**src/rtl/regfile_wb_arbiter_pkg.sv**
```systemverilog
// Shared types and defaults for the register-file writeback controller.
package regfile_wb_arbiter_pkg;

  localparam int DEF_XLEN = 64;
  localparam int DEF_NREG = 32;
  localparam int DEF_AW   = 5;

  // Writeback source encoding, also the encoding of the arbiter's last_grant state.
  typedef enum logic {
    WB_SRC_EXU = 1'b0,
    WB_SRC_LSU = 1'b1
  } wb_src_e;

endpackage

```
**src/rtl/regfile_wb_arbiter_arb2.sv**
```systemverilog
// Two-way round-robin arbiter. req[0]=EXU, req[1]=LSU; gnt is one-hot or zero.
// On a tie the requester that did not win last time is granted.
module wb_rr_arb2
  import regfile_wb_arbiter_pkg::*;
(
  input  logic       clk,
  input  logic       rst,
  input  logic [1:0] req,
  output logic [1:0] gnt
);

  wb_src_e last_grant_q, last_grant_d;

  // Grant selection and last-winner tracking; a grant is always a transfer.
  always_comb begin
    gnt          = 2'b00;
    last_grant_d = last_grant_q;
    case (req)
      2'b01:   gnt = 2'b01;
      2'b10:   gnt = 2'b10;
      2'b11:   gnt = (last_grant_q == WB_SRC_LSU) ? 2'b01 : 2'b10;
      default: gnt = 2'b00;
    endcase
    if (gnt[0])      last_grant_d = WB_SRC_EXU;
    else if (gnt[1]) last_grant_d = WB_SRC_LSU;
  end

  // LSU is the reset winner so EXU takes the first tie.
  always_ff @(posedge clk or posedge rst) begin
    if (rst) last_grant_q <= WB_SRC_LSU;
    else     last_grant_q <= last_grant_d;
  end

endmodule

```
**src/rtl/regfile_wb_arbiter.sv**
```systemverilog
// Writeback controller: shares the register file write port between EXU and LSU,
// and tracks pending writes per register for decode hazard stalls.
module regfile_wb_arbiter
  import regfile_wb_arbiter_pkg::*;
#(
  parameter int XLEN = DEF_XLEN,
  parameter int NREG = DEF_NREG,
  parameter int AW   = DEF_AW
) (
  input  logic            clk,
  input  logic            rst,
  input  logic            issue_valid,
  input  logic [AW-1:0]   issue_rd,
  output logic            issue_ready,
  input  logic            exu_valid,
  input  logic [AW-1:0]   exu_rd,
  input  logic [XLEN-1:0] exu_data,
  output logic            exu_ready,
  input  logic            lsu_valid,
  input  logic [AW-1:0]   lsu_rd,
  input  logic [XLEN-1:0] lsu_data,
  output logic            lsu_ready,
  output logic            rf_we,
  output logic [AW-1:0]   rf_waddr,
  output logic [XLEN-1:0] rf_wdata,
  output logic [NREG-1:0] busy,
  output logic            sb_err
);

  logic [1:0]      gnt;
  logic            wb_fire;
  logic [AW-1:0]   wb_rd;
  logic [XLEN-1:0] wb_data;
  logic [NREG-1:0] set_vec, clr_vec;

  logic            rf_we_q,    rf_we_d;
  logic [AW-1:0]   rf_waddr_q, rf_waddr_d;
  logic [XLEN-1:0] rf_wdata_q, rf_wdata_d;
  logic [NREG-1:0] busy_q,     busy_d;
  logic            sb_err_q,   sb_err_d;

  wb_rr_arb2 u_arb (
    .clk (clk),
    .rst (rst),
    .req ({lsu_valid, exu_valid}),
    .gnt (gnt)
  );

  assign exu_ready = gnt[0];
  assign lsu_ready = gnt[1];

  // Payload mux, scoreboard update and next write-port values.
  always_comb begin
    wb_fire     = |gnt;
    wb_rd       = gnt[0] ? exu_rd   : lsu_rd;
    wb_data     = gnt[0] ? exu_data : lsu_data;
    // Readers see the registered scoreboard only; a bit clearing this cycle still stalls.
    issue_ready = (issue_rd == '0) || !busy_q[issue_rd];

    set_vec = '0;
    clr_vec = '0;
    if (issue_valid && issue_ready && (issue_rd != '0)) set_vec[issue_rd] = 1'b1;
    if (wb_fire && (wb_rd != '0))                       clr_vec[wb_rd]    = 1'b1;
    // Clear applies to the old state, then the new issue is added, so a stray
    // clear can never wipe out a freshly issued pending write.
    busy_d = (busy_q & ~clr_vec) | set_vec;

    sb_err_d   = wb_fire && (wb_rd != '0) && !busy_q[wb_rd];
    rf_we_d    = wb_fire && (wb_rd != '0);
    rf_waddr_d = rf_waddr_q;
    rf_wdata_d = rf_wdata_q;
    if (rf_we_d) begin
      rf_waddr_d = wb_rd;
      rf_wdata_d = wb_data;
    end
  end

  // Write-port register and scoreboard state; reset drops any in-flight write.
  always_ff @(posedge clk or posedge rst) begin
    if (rst) begin
      rf_we_q    <= 1'b0;
      rf_waddr_q <= '0;
      rf_wdata_q <= '0;
      busy_q     <= '0;
      sb_err_q   <= 1'b0;
    end else begin
      rf_we_q    <= rf_we_d;
      rf_waddr_q <= rf_waddr_d;
      rf_wdata_q <= rf_wdata_d;
      busy_q     <= busy_d;
      sb_err_q   <= sb_err_d;
    end
  end

  assign rf_we    = rf_we_q;
  assign rf_waddr = rf_waddr_q;
  assign rf_wdata = rf_wdata_q;
  assign busy     = busy_q;
  assign sb_err   = sb_err_q;

endmodule

```
**config.mk**
```make
export PLATFORM = sky130hd
export DESIGN_NAME = regfile_wb_arbiter
export DESIGN_NICKNAME = d
export VERILOG_FILES = /design/src/rtl/regfile_wb_arbiter_pkg.sv /design/src/rtl/regfile_wb_arbiter_arb2.sv /design/src/rtl/regfile_wb_arbiter.sv
export SDC_FILE = /design/constraint.sdc
export NUM_CORES = 1
export LEC_CHECK = 0
export BUFFER_PORTS_ARGS = -buffer_cell sky130_fd_sc_hd__buf_2
export CORE_UTILIZATION = 23
export DETAILED_ROUTE_END_ITERATION = 10
export GPL_TIMING_DRIVEN = 0
export PLACE_DENSITY_LB_ADDON = 0.1
export SLEW_MARGIN = 20
export SYNTH_ARGS = -nofsm -noshare
export SYNTH_HDL_FRONTEND = slang
export SYNTH_SLANG_ARGS = --single-unit
```
**constraint.sdc**
```tcl
create_clock -name clk -period 3.9 [get_ports clk]
set_clock_uncertainty 0.05 [all_clocks]
set_input_delay 0.39 -clock clk [delete_from_list [all_inputs] [get_ports clk]]
set_output_delay 0.39 -clock clk [all_outputs]
set_load 0.05 [all_outputs]
```
==> results of run 1 <==
cell type report:
type / instances / area, µm²
clock buffer: 9 / 225
buffer: 30 / 153
tap: 280 / 350
clock inverter: 7 / 80.1
multi-input combinational: 373 / 2450
fill: 2347 / 14900
inverter: 4 / 20.0
sequential: 104 / 2600
timing repair buffer: 254 / 1290
worst max-delay path, stage by stage, from the launching register on:
cell	delay, ns
sky130_fd_sc_hd__dfstp_2	0.55
sky130_fd_sc_hd__nand2b_2	0.13
sky130_fd_sc_hd__nand2_4	0.09
sky130_fd_sc_hd__mux2i_1	0.60
sky130_fd_sc_hd__nand3_1	0.33
sky130_fd_sc_hd__o32ai_2	0.47
sky130_fd_sc_hd__buf_4	0.26
sky130_fd_sc_hd__buf_6	0.17
sky130_fd_sc_hd__buf_6	0.15
sky130_fd_sc_hd__o21ai_0	0.08
power by group through the flow:
| stage | combinational, mW | sequential [mW] | clock [mW] |
|---|---|---|---|
| floorplan | 0.408 | 2.05 | 0 |
| global placement | 1.50 | 1.42 | 0 |
| detailed placement | 1.51 | 1.43 | 0 |
| CTS | 1.51 | 1.41 | 0.978 |
| global route | 1.58 | 1.44 | 1.02 |
| finish | 1.50 | 1.41 | 0.937 |
synthesized netlist by cell type, types with 2 or more instances:
cell type | instances | area share, %
sky130_fd_sc_hd__clkbuf_2 | 2 | 0.19
sky130_fd_sc_hd__and3_1 | 2 | 0.24
sky130_fd_sc_hd__mux2i_1 | 73 | 14
sky130_fd_sc_hd__nand3b_1 | 2 | 0.29
sky130_fd_sc_hd__mux4_2 | 10 | 4.3
sky130_fd_sc_hd__inv_1 | 4 | 0.29
sky130_fd_sc_hd__and2_1 | 2 | 0.24
sky130_fd_sc_hd__nor2b_1 | 3 | 0.36
sky130_fd_sc_hd__buf_2 | 9 | 0.86
sky130_fd_sc_hd__mux2_2 | 4 | 0.86
sky130_fd_sc_hd__nand2_1 | 91 | 6.5
sky130_fd_sc_hd__o21ai_1 | 5 | 0.48
sky130_fd_sc_hd__mux2i_2 | 2 | 0.53
sky130_fd_sc_hd__a221oi_1 | 4 | 0.67
sky130_fd_sc_hd__or3_1 | 3 | 0.36
sky130_fd_sc_hd__o21ai_0 | 126 | 12
sky130_fd_sc_hd__o32ai_1 | 3 | 0.50
sky130_fd_sc_hd__nand3_1 | 8 | 0.77
sky130_fd_sc_hd__nand2b_1 | 4 | 0.48
sky130_fd_sc_hd__or3b_2 | 4 | 0.67
sky130_fd_sc_hd__a21oi_1 | 7 | 0.67
sky130_fd_sc_hd__buf_6 | 3 | 0.65
sky130_fd_sc_hd__nor2_1 | 8 | 0.58
sky130_fd_sc_hd__clkbuf_1 | 14 | 1.0
sky130_fd_sc_hd__dfrtp_1 | 103 | 49
through the flow:
step	cell area, µm²	setup TNS, ns	hold slack (ns)
floorplan	5220	0	0.390
global placement	6840	-74.60	0.412
detailed placement	6870	0	0.406
CTS	7170	0	0.0204
global route	7170	0	0.0500
finish	7170	0	0.0189
per-layer routing:
layer	vias to the layer above	track usage (%)	part of all wire, %
met5	-	0	0
met1	2386	20.4	43
met3	24	3.44	6.9
li1	2351	-	-
met2	221	28.0	49
met4	0	5.77	1.7
worst paths after layout:
kind                                       to  cells past startpoint
setup / recovery                  rf_waddr[0]                      9
hold / removal                   rf_wdata[45]                      2
setup reg to reg                  rf_waddr[0]                      9
hold reg to reg                  rf_wdata[61]                      2
max in group asynchronous  u_arb.last_grant_q                      3
min in group clk           u_arb.last_grant_q                      2
state kept, by name (all words and copies together) (netlist names):
name / count
rf_we: 1
u_arb.last_grant_q: 1
rf_wdata: 64
rf_waddr: 5
sb_err: 1
busy: 32
logic make-up after synthesis:
logic type / count (synthesis) / synth area share, %
AO/OA/AOI/OAI: 152 / 15.7
buffers and inverters: 34 / 3.21
AND/OR/NAND/NOR: 131 / 11.2
flip-flops: 104 / 49.9
multiplexers: 90 / 20.0
==> results.txt, run 1 <==
- The flow ran to the end, but the final reports show violations.
- Violations in the final reports: DRC
* FFs w/ async S/R, synth: 100%
* Type of the worst min-delay path: primary input to async pin
- Once routing completed, OpenROAD measured the worst setup slack at between 0.8 and 0.9 ns.
- Category of the worst setup path capture point: flop
- Distinct cells, synth: 40
- Combinational logic burns between 30 and 40% of the power.
* Count of vias placed by the detailed router: approximately 5000
- Once the clock tree was built, the setup fixing pass inserted 0 buffers.
- The clock drives 104 sinks.
* Core Util, Final: between 30% and 40%
* Clock transition at the registers of the reported paths: 0.07 ns
- VDD sags by at most ~0.00025 V.
* DP HPWL: ~15 mm
- Once detail routing completed, the nets flagged for antenna violations numbered 0.
- The floorplan step defined a die boundary enclosing roughly 23000 µm².
- The core region is 22000 µm².
- Routed length per placed instance: roughly 18 µm
* Syn Std Cell Area: 5220 µm²
- Setup CP Type: flop to flop
- Peak fanout along the critical path: 10
- The first global-routing pass estimated about 29 mm of wire.
- Net switching is approximately 44% of the power.
* RR Startpoint: u_arb.last_grant_q
* Via/cell ratio: around 4.7
* Post-detailed-routing wire length: 19.1 mm
- Starting DRT DRC Count: 230
- TritonCTS built the clock tree.
- Share of power burned in registers: a little under two fifths
- Final Slew Violations: 0
- Share of synthesized area occupied by flip-flops and latches: approximately half
* Net total in the final layout: roughly 920
* Number of standard cells in the layout, taps in and fillers out: approximately 1100
- Counting flops with a built-in enable in the synthesized netlist gives 0.
* # H-tree levels: 3
- At the end of routability-driven placement, the weighted congestion stood at 0.840.
- Overall power consumption after layout is estimated at between 3 and 4 mW.
- between 200 and 300 I/O pins were placed.
- Diodes inserted: 0
- Max-cap violations: 0
- Prior to clock tree synthesis, the placed netlist has a worst setup slack of between 0.6 and 0.7 ns.
- Clock latency reported for the late side of the worst-skew pair: 0.35 ns
- Fraction of the cycle the final worst path needs: between 70% and 80%
- Data on the critical path arrives at its endpoint at between 3 and 4 ns.
- Post-cts resize count: 0
* Synthesized area per cell: approximately 10 µm²
- The clock network accounts for between 20% and 30% of the total power.
* Shortest period the worst path allows: between 3 and 4 ns
- Synthesis inferred around 100 register bits.
- Setup repair after global routing left no endpoint under its margin.
* Number of antenna violations at the first check in global routing: 0
- Transition time at the pin with the least slew margin: just over 0.8 ns
- The die is roughly 150 µm tall.
* Gate count of the mapped netlist: 511
- Fmax: approximately 330 MHz
- Leaving out fill and tap cells, the most frequent cells in the layout are sky130_fd_sc_hd__buf_2, sky130_fd_sc_hd__o21ai_0, sky130_fd_sc_hd__dfrtp_1.
- Worst relative slew slack: a little under half
* Share of layout cells above drive strength 1: between 40% and 50%
- No sink is reached through more buffers than the 2 on the longest clock path.
- The first detailed-routing pass ran for 8 iterations.
- Die boundary width: between 150 and 200 µm
- Power density over cell area: approximately 540 nW/µm²
* Ys flop type: sky130_fd_sc_hd__dfrtp_1
- Row count: 54
* Hold buffers post-CTS: 0
* Layout Area Growth over Synthesis: 37.4%
* Element type at the critical path start: flop
- Clock Tree Root: sky130_fd_sc_hd__clkbuf_16
- Inserted Clock Buffers: 9
- Reported leakage power: 3.57 nW
- Total number of yosys warnings: 0
* Number of design rule violations left after detail routing: 24
- Entering global routing, the biggest net connects 60 pins.
- Once the floorplan was initialized, standard cells occupied 23.7% of the core.
- The count of endpoints failing hold in the final timing report came to 0.
* Number of global-route vias before repair: just over 5000
- In the global route stage, overall resource usage came out at 16.4%.
- For this design the total switching power over the nets is ~1.7 mW.
* Internal power summed over all cells: around 2.2 mW
- Port-buffer cells: 253
* Cell count after placement: 1045
* GRT Residual Overflow: 0
- Worst setup startpoint: u_arb.last_grant_q
* Net count after synthesis: around 660
- Data on the critical path is required at its endpoint by roughly 4.1 ns.
* Number of setup violations in the final report: 0
- Leaving out fill and tap cells, the most frequent cell in the layout is sky130_fd_sc_hd__buf_2.
* R2R setup slack: roughly 0.86 ns
Power figures use the tool's default switching activity.
==> run 2, diff against run 1 <==
==> constraint.sdc (replaced) <==
create_clock -name clk -period 2.46 [get_ports clk]
set_clock_uncertainty 0.05 [all_clocks]
set_input_delay 0.246 -clock clk [delete_from_list [all_inputs] [get_ports clk]]
set_output_delay 0.246 -clock clk [all_outputs]
set_load 0.05 [all_outputs]
==> results.txt, run 2 (synthesis results as in run 1) <==
* Setup CP Type: flop to flop (unchanged)
- The clock period minus worst slack was 2.44 ns (was 3.04 ns).
* Row count: 54 (unchanged)
* Initial core utilization: 23.7% (unchanged)
- The routed via count divided by cell count came to 4.73 (was 4.70).
- Count of vias placed by the detailed router: 5110 (was 4982)
- Number of cells on the critical path: 9 (unchanged)
* Fmax: 410 MHz (was 329 MHz)
* Element type at the critical path start: flop (unchanged)
- The vertical die dimension was 153 µm (unchanged).
- Violations in the final reports: DRC (unchanged)
* Commonest non-fill, non-tap cells in the layout: sky130_fd_sc_hd__buf_2, sky130_fd_sc_hd__o21ai_0, sky130_fd_sc_hd__dfrtp_1 (unchanged)
* Outcome: complete, but fails checks (unchanged)
- The reg-to-reg critical path endpoint is sb_err (was rf_waddr[0]).
* Inserted Clock Buffers: 9 (unchanged)
- The share of the clock period used by the worst path after layout is 99.3% (was 78.0%).
- Net total in the final layout: 944 (was 924)
- The worst path setup slack after routing was 0.0183 ns (was 0.859 ns).
- Remaining number of nets flagged by the antenna check after routing: 0 (unchanged)
* Setup repair after global routing missed its margin: yes (was no)
- Reported leakage power: 3.77 nW (was 3.57 nW)
- End point of the critical path: sb_err (was rf_waddr[0])
- The detailed-router iteration count before antenna repair came to 7 (was 8).
- Family with the most delay on the worst path: multiplexers (unchanged)
- The number of remaining DRC errors is 25 (was 24).
- Number of global-route vias before repair: 5212 (was 5104)
- Worst setup startpoint: u_arb.last_grant_q (unchanged)
- Standard cell core area: 22000 µm² (unchanged)
- Routed length per placed instance: 18.3 µm (was 18.0 µm)
* Highest-delay cell along the critical path: sky130_fd_sc_hd__dfstp_2 (was sky130_fd_sc_hd__mux2i_1)
- The horizontal die dimension is 153 µm (unchanged).
- The power density of the placed cells came to 806 nW/µm² (was 536 nW/µm²).
- Max-cap violations: 0 (unchanged)
* Clock Tree Root: sky130_fd_sc_hd__clkbuf_16 (unchanged)
* Met2 wire length: 9.64 mm (was 9.28 mm)
- Clock sink count: 104 (unchanged)
- The count of endpoints failing hold in the final timing report was 0 (unchanged).
- Cell-by-cell listing of the critical path: nand2b_4 -> nand2_8 -> buf_12 -> buf_4 -> mux2i_4 -> mux4_2 -> and3_1 -> o31ai_2 -> and4_1 (was nand2b_2 -> nand2_4 -> mux2i_1 -> nand3_1 -> o32ai_2 -> buf_4 -> buf_6 -> buf_6 -> o21ai_0)
* Number of antenna violations at the first check in global routing: 0 (unchanged)
* Layout Area Growth over Synthesis: 47.3% (was 37.4%)
- Number of setup violations in the final report: 0 (unchanged)
- The total half-perimeter wirelength after legalization and detailed placement came to 15.2 mm (was 14.9 mm).
- Diodes inserted: 0 (unchanged)
- Final Instance Area: 7690 µm² (was 7170 µm²)
- Share of layout cells above drive strength 1: 45.8% (was 40.1%)
- The worst reg-to-reg path cell count came to 9 (unchanged).
* Clock latency reported for the late side of the worst-skew pair: 0.35 ns (about the same)
- Worst relative slew slack: 51.4% (was 45.7%)
- The nature of the critical path endpoint was a flop (unchanged).
* Largest net degree at the start of global routing: 27 (was 60)
* DR WL met3: 1.38 mm (was 1.32 mm)
* Port-buffer cells: 253 (unchanged)
* Uppermost layer routed: met4 (unchanged)
* Longest individual stage delay on the worst path: 0.55 ns (was 0.60 ns)
- The number of I/O pins came to 254 (unchanged).
* Metal-1 WL: 8.38 mm (was 8.13 mm)
- The most common library cell in the layout ignoring fill and taps is sky130_fd_sc_hd__buf_2 (unchanged).
- Transition time at the pin with the least slew margin: 0.729 ns (was 0.814 ns)
* Area enclosed by the die boundary: 23300 µm² (unchanged)
- Cell count after placement: 1048 (was 1045)
- The number of flip-flops under the largest register name was 64 (unchanged).
* Critical Path RT: 2.70 ns (was 4.05 ns)
- The total number of H-tree levels is 3 (unchanged).
* Type of the worst min-delay path: primary input to flop (was primary input to async pin)
* Routability congestion estimate from global placement: 0.836 (was 0.840)
* Data arrival at the endpoint of the critical path: 2.68 ns (was 3.19 ns)
- Number of standard cells in the layout, taps in and fillers out: 1081 (was 1061)
- The clock tree from TritonCTS was done (unchanged).
- The post-place setup slack came to -0.721 ns (was 0.689 ns).
* Largest buffer count on any clock path: 2 (unchanged)
* Worst hold-check slack: 0.117 ns (was 0.0189 ns)
- Starting DRT DRC Count: 267 (was 230)
* Peak fanout along the critical path: 5 (was 10)
- Clock transition at the registers of the reported paths: 0.08 ns (was 0.07 ns)
- Total GRT Usage: 16.9% (was 16.4%)
- The register-to-register setup slack was 0.02 ns (was 0.86 ns).
* Post-DP Area: 6940 µm² (was 6870 µm²)
- The aggregate global routing overflow came to 0 (unchanged).
- The count of buffer and inverter cells on the critical path is 2 (was 3).
- Worst voltage drop across the vdd grid: 0.000470 V (was 0.000247 V)
* Post-detailed-routing wire length: 19.8 mm (was 19.1 mm)
- In this run the most critical hold path is launched from exu_data[25].
- The worst reg2reg path startpoint was u_arb.last_grant_q (unchanged).
- The first-pass GRT wire length came to 30.2 mm (was 29.2 mm).
* Final Slew Violations: 0 (unchanged)
## run 2: cell types whose count changed in the layout (fill, tap and decap cells not counted), moves of 8 or more
cell	delta
sky130_fd_sc_hd__clkbuf_1	-11
sky130_fd_sc_hd__buf_4	+11
sky130_fd_sc_hd__nand2_1	-8
sky130_fd_sc_hd__nand2_2	+8
sky130_fd_sc_hd__buf_6	+8
sky130_fd_sc_hd__buf_2	-8
## run 2: per-layer routing
| layer | track usage [%] | vias up |
|---|---|---|
| met5 | 0 | - |
| met4 | 4.76 | 0 |
| met3 | 3.58 | 21 |
| met2 | 28.7 | 230 |
| met1 | 21.7 | 2459 |
| li1 | - | 2400 |
## run 2: worst min path at each step
| stage | endpoint | slack (ns) | cells past startpoint |
|---|---|---|---|
| 2_1_floorplan | u_arb.last_grant_q | 0.25 | 1 |
| 3_3_place_gp | rf_wdata[60] | 0.41 | 2 |
| 3_5_place_dp | rf_wdata[16] | 0.19 | 2 |
| 4_1_cts | rf_wdata[25] | 0.10 | 3 |
| 5_1_grt | rf_wdata[25] | 0.11 | 3 |
| 6_report | rf_wdata[25] | 0.12 | 3 |
## run 2: power by group
part	internal (mW)	total, mW	switching [mW]
clock	0.749	1.42	0.669
sequential	2.00	2.24	0.239
combinational	0.740	2.53	1.79
total	3.49	6.19	2.70
## run 2: cell type report
cell class,instances,area [µm²]
Buffer,29,243
Clock buffer,11,253
Clock inverter,5,38.8
Fill cell,2306,14300
Inverter,4,18.8
Multi-Input combinational cell,373,2610
Sequential cell,104,2600
Tap cell,280,350
Timing Repair Buffer,275,1570
## run 2: worst register-to-register path, cell delays in order (launching register included)
cell and delay, ns:
sky130_fd_sc_hd__dfstp_2 0.55, sky130_fd_sc_hd__nand2b_4 0.15, sky130_fd_sc_hd__nand2_8 0.08, sky130_fd_sc_hd__buf_12 0.15, sky130_fd_sc_hd__buf_4 0.14, sky130_fd_sc_hd__mux2i_4 0.29, sky130_fd_sc_hd__mux4_2 0.36, sky130_fd_sc_hd__and3_1 0.20
sky130_fd_sc_hd__o31ai_2 0.19, sky130_fd_sc_hd__and4_1 0.22
## run 2: per-stage QoR
stage	util [%]	power [mW]	TNS (ns)
global route	34.9	6.53	-0.0643
global placement	31.1	4.63	-46.74
finish	34.9	6.19	0
floorplan	-	3.90	0
CTS	34.0	6.20	-0.104
detailed placement	31.5	4.68	-48.64
## run 2: repair_timing
action                                  CTS  global route
endpoints found under the setup margin   96            92
gates resized for setup                  30            65
hold buffers                              1             0
pin swaps                                 5             4
endpoints found under the hold margin    10             0
setup buffers                            12             2
gates cloned                              1             2
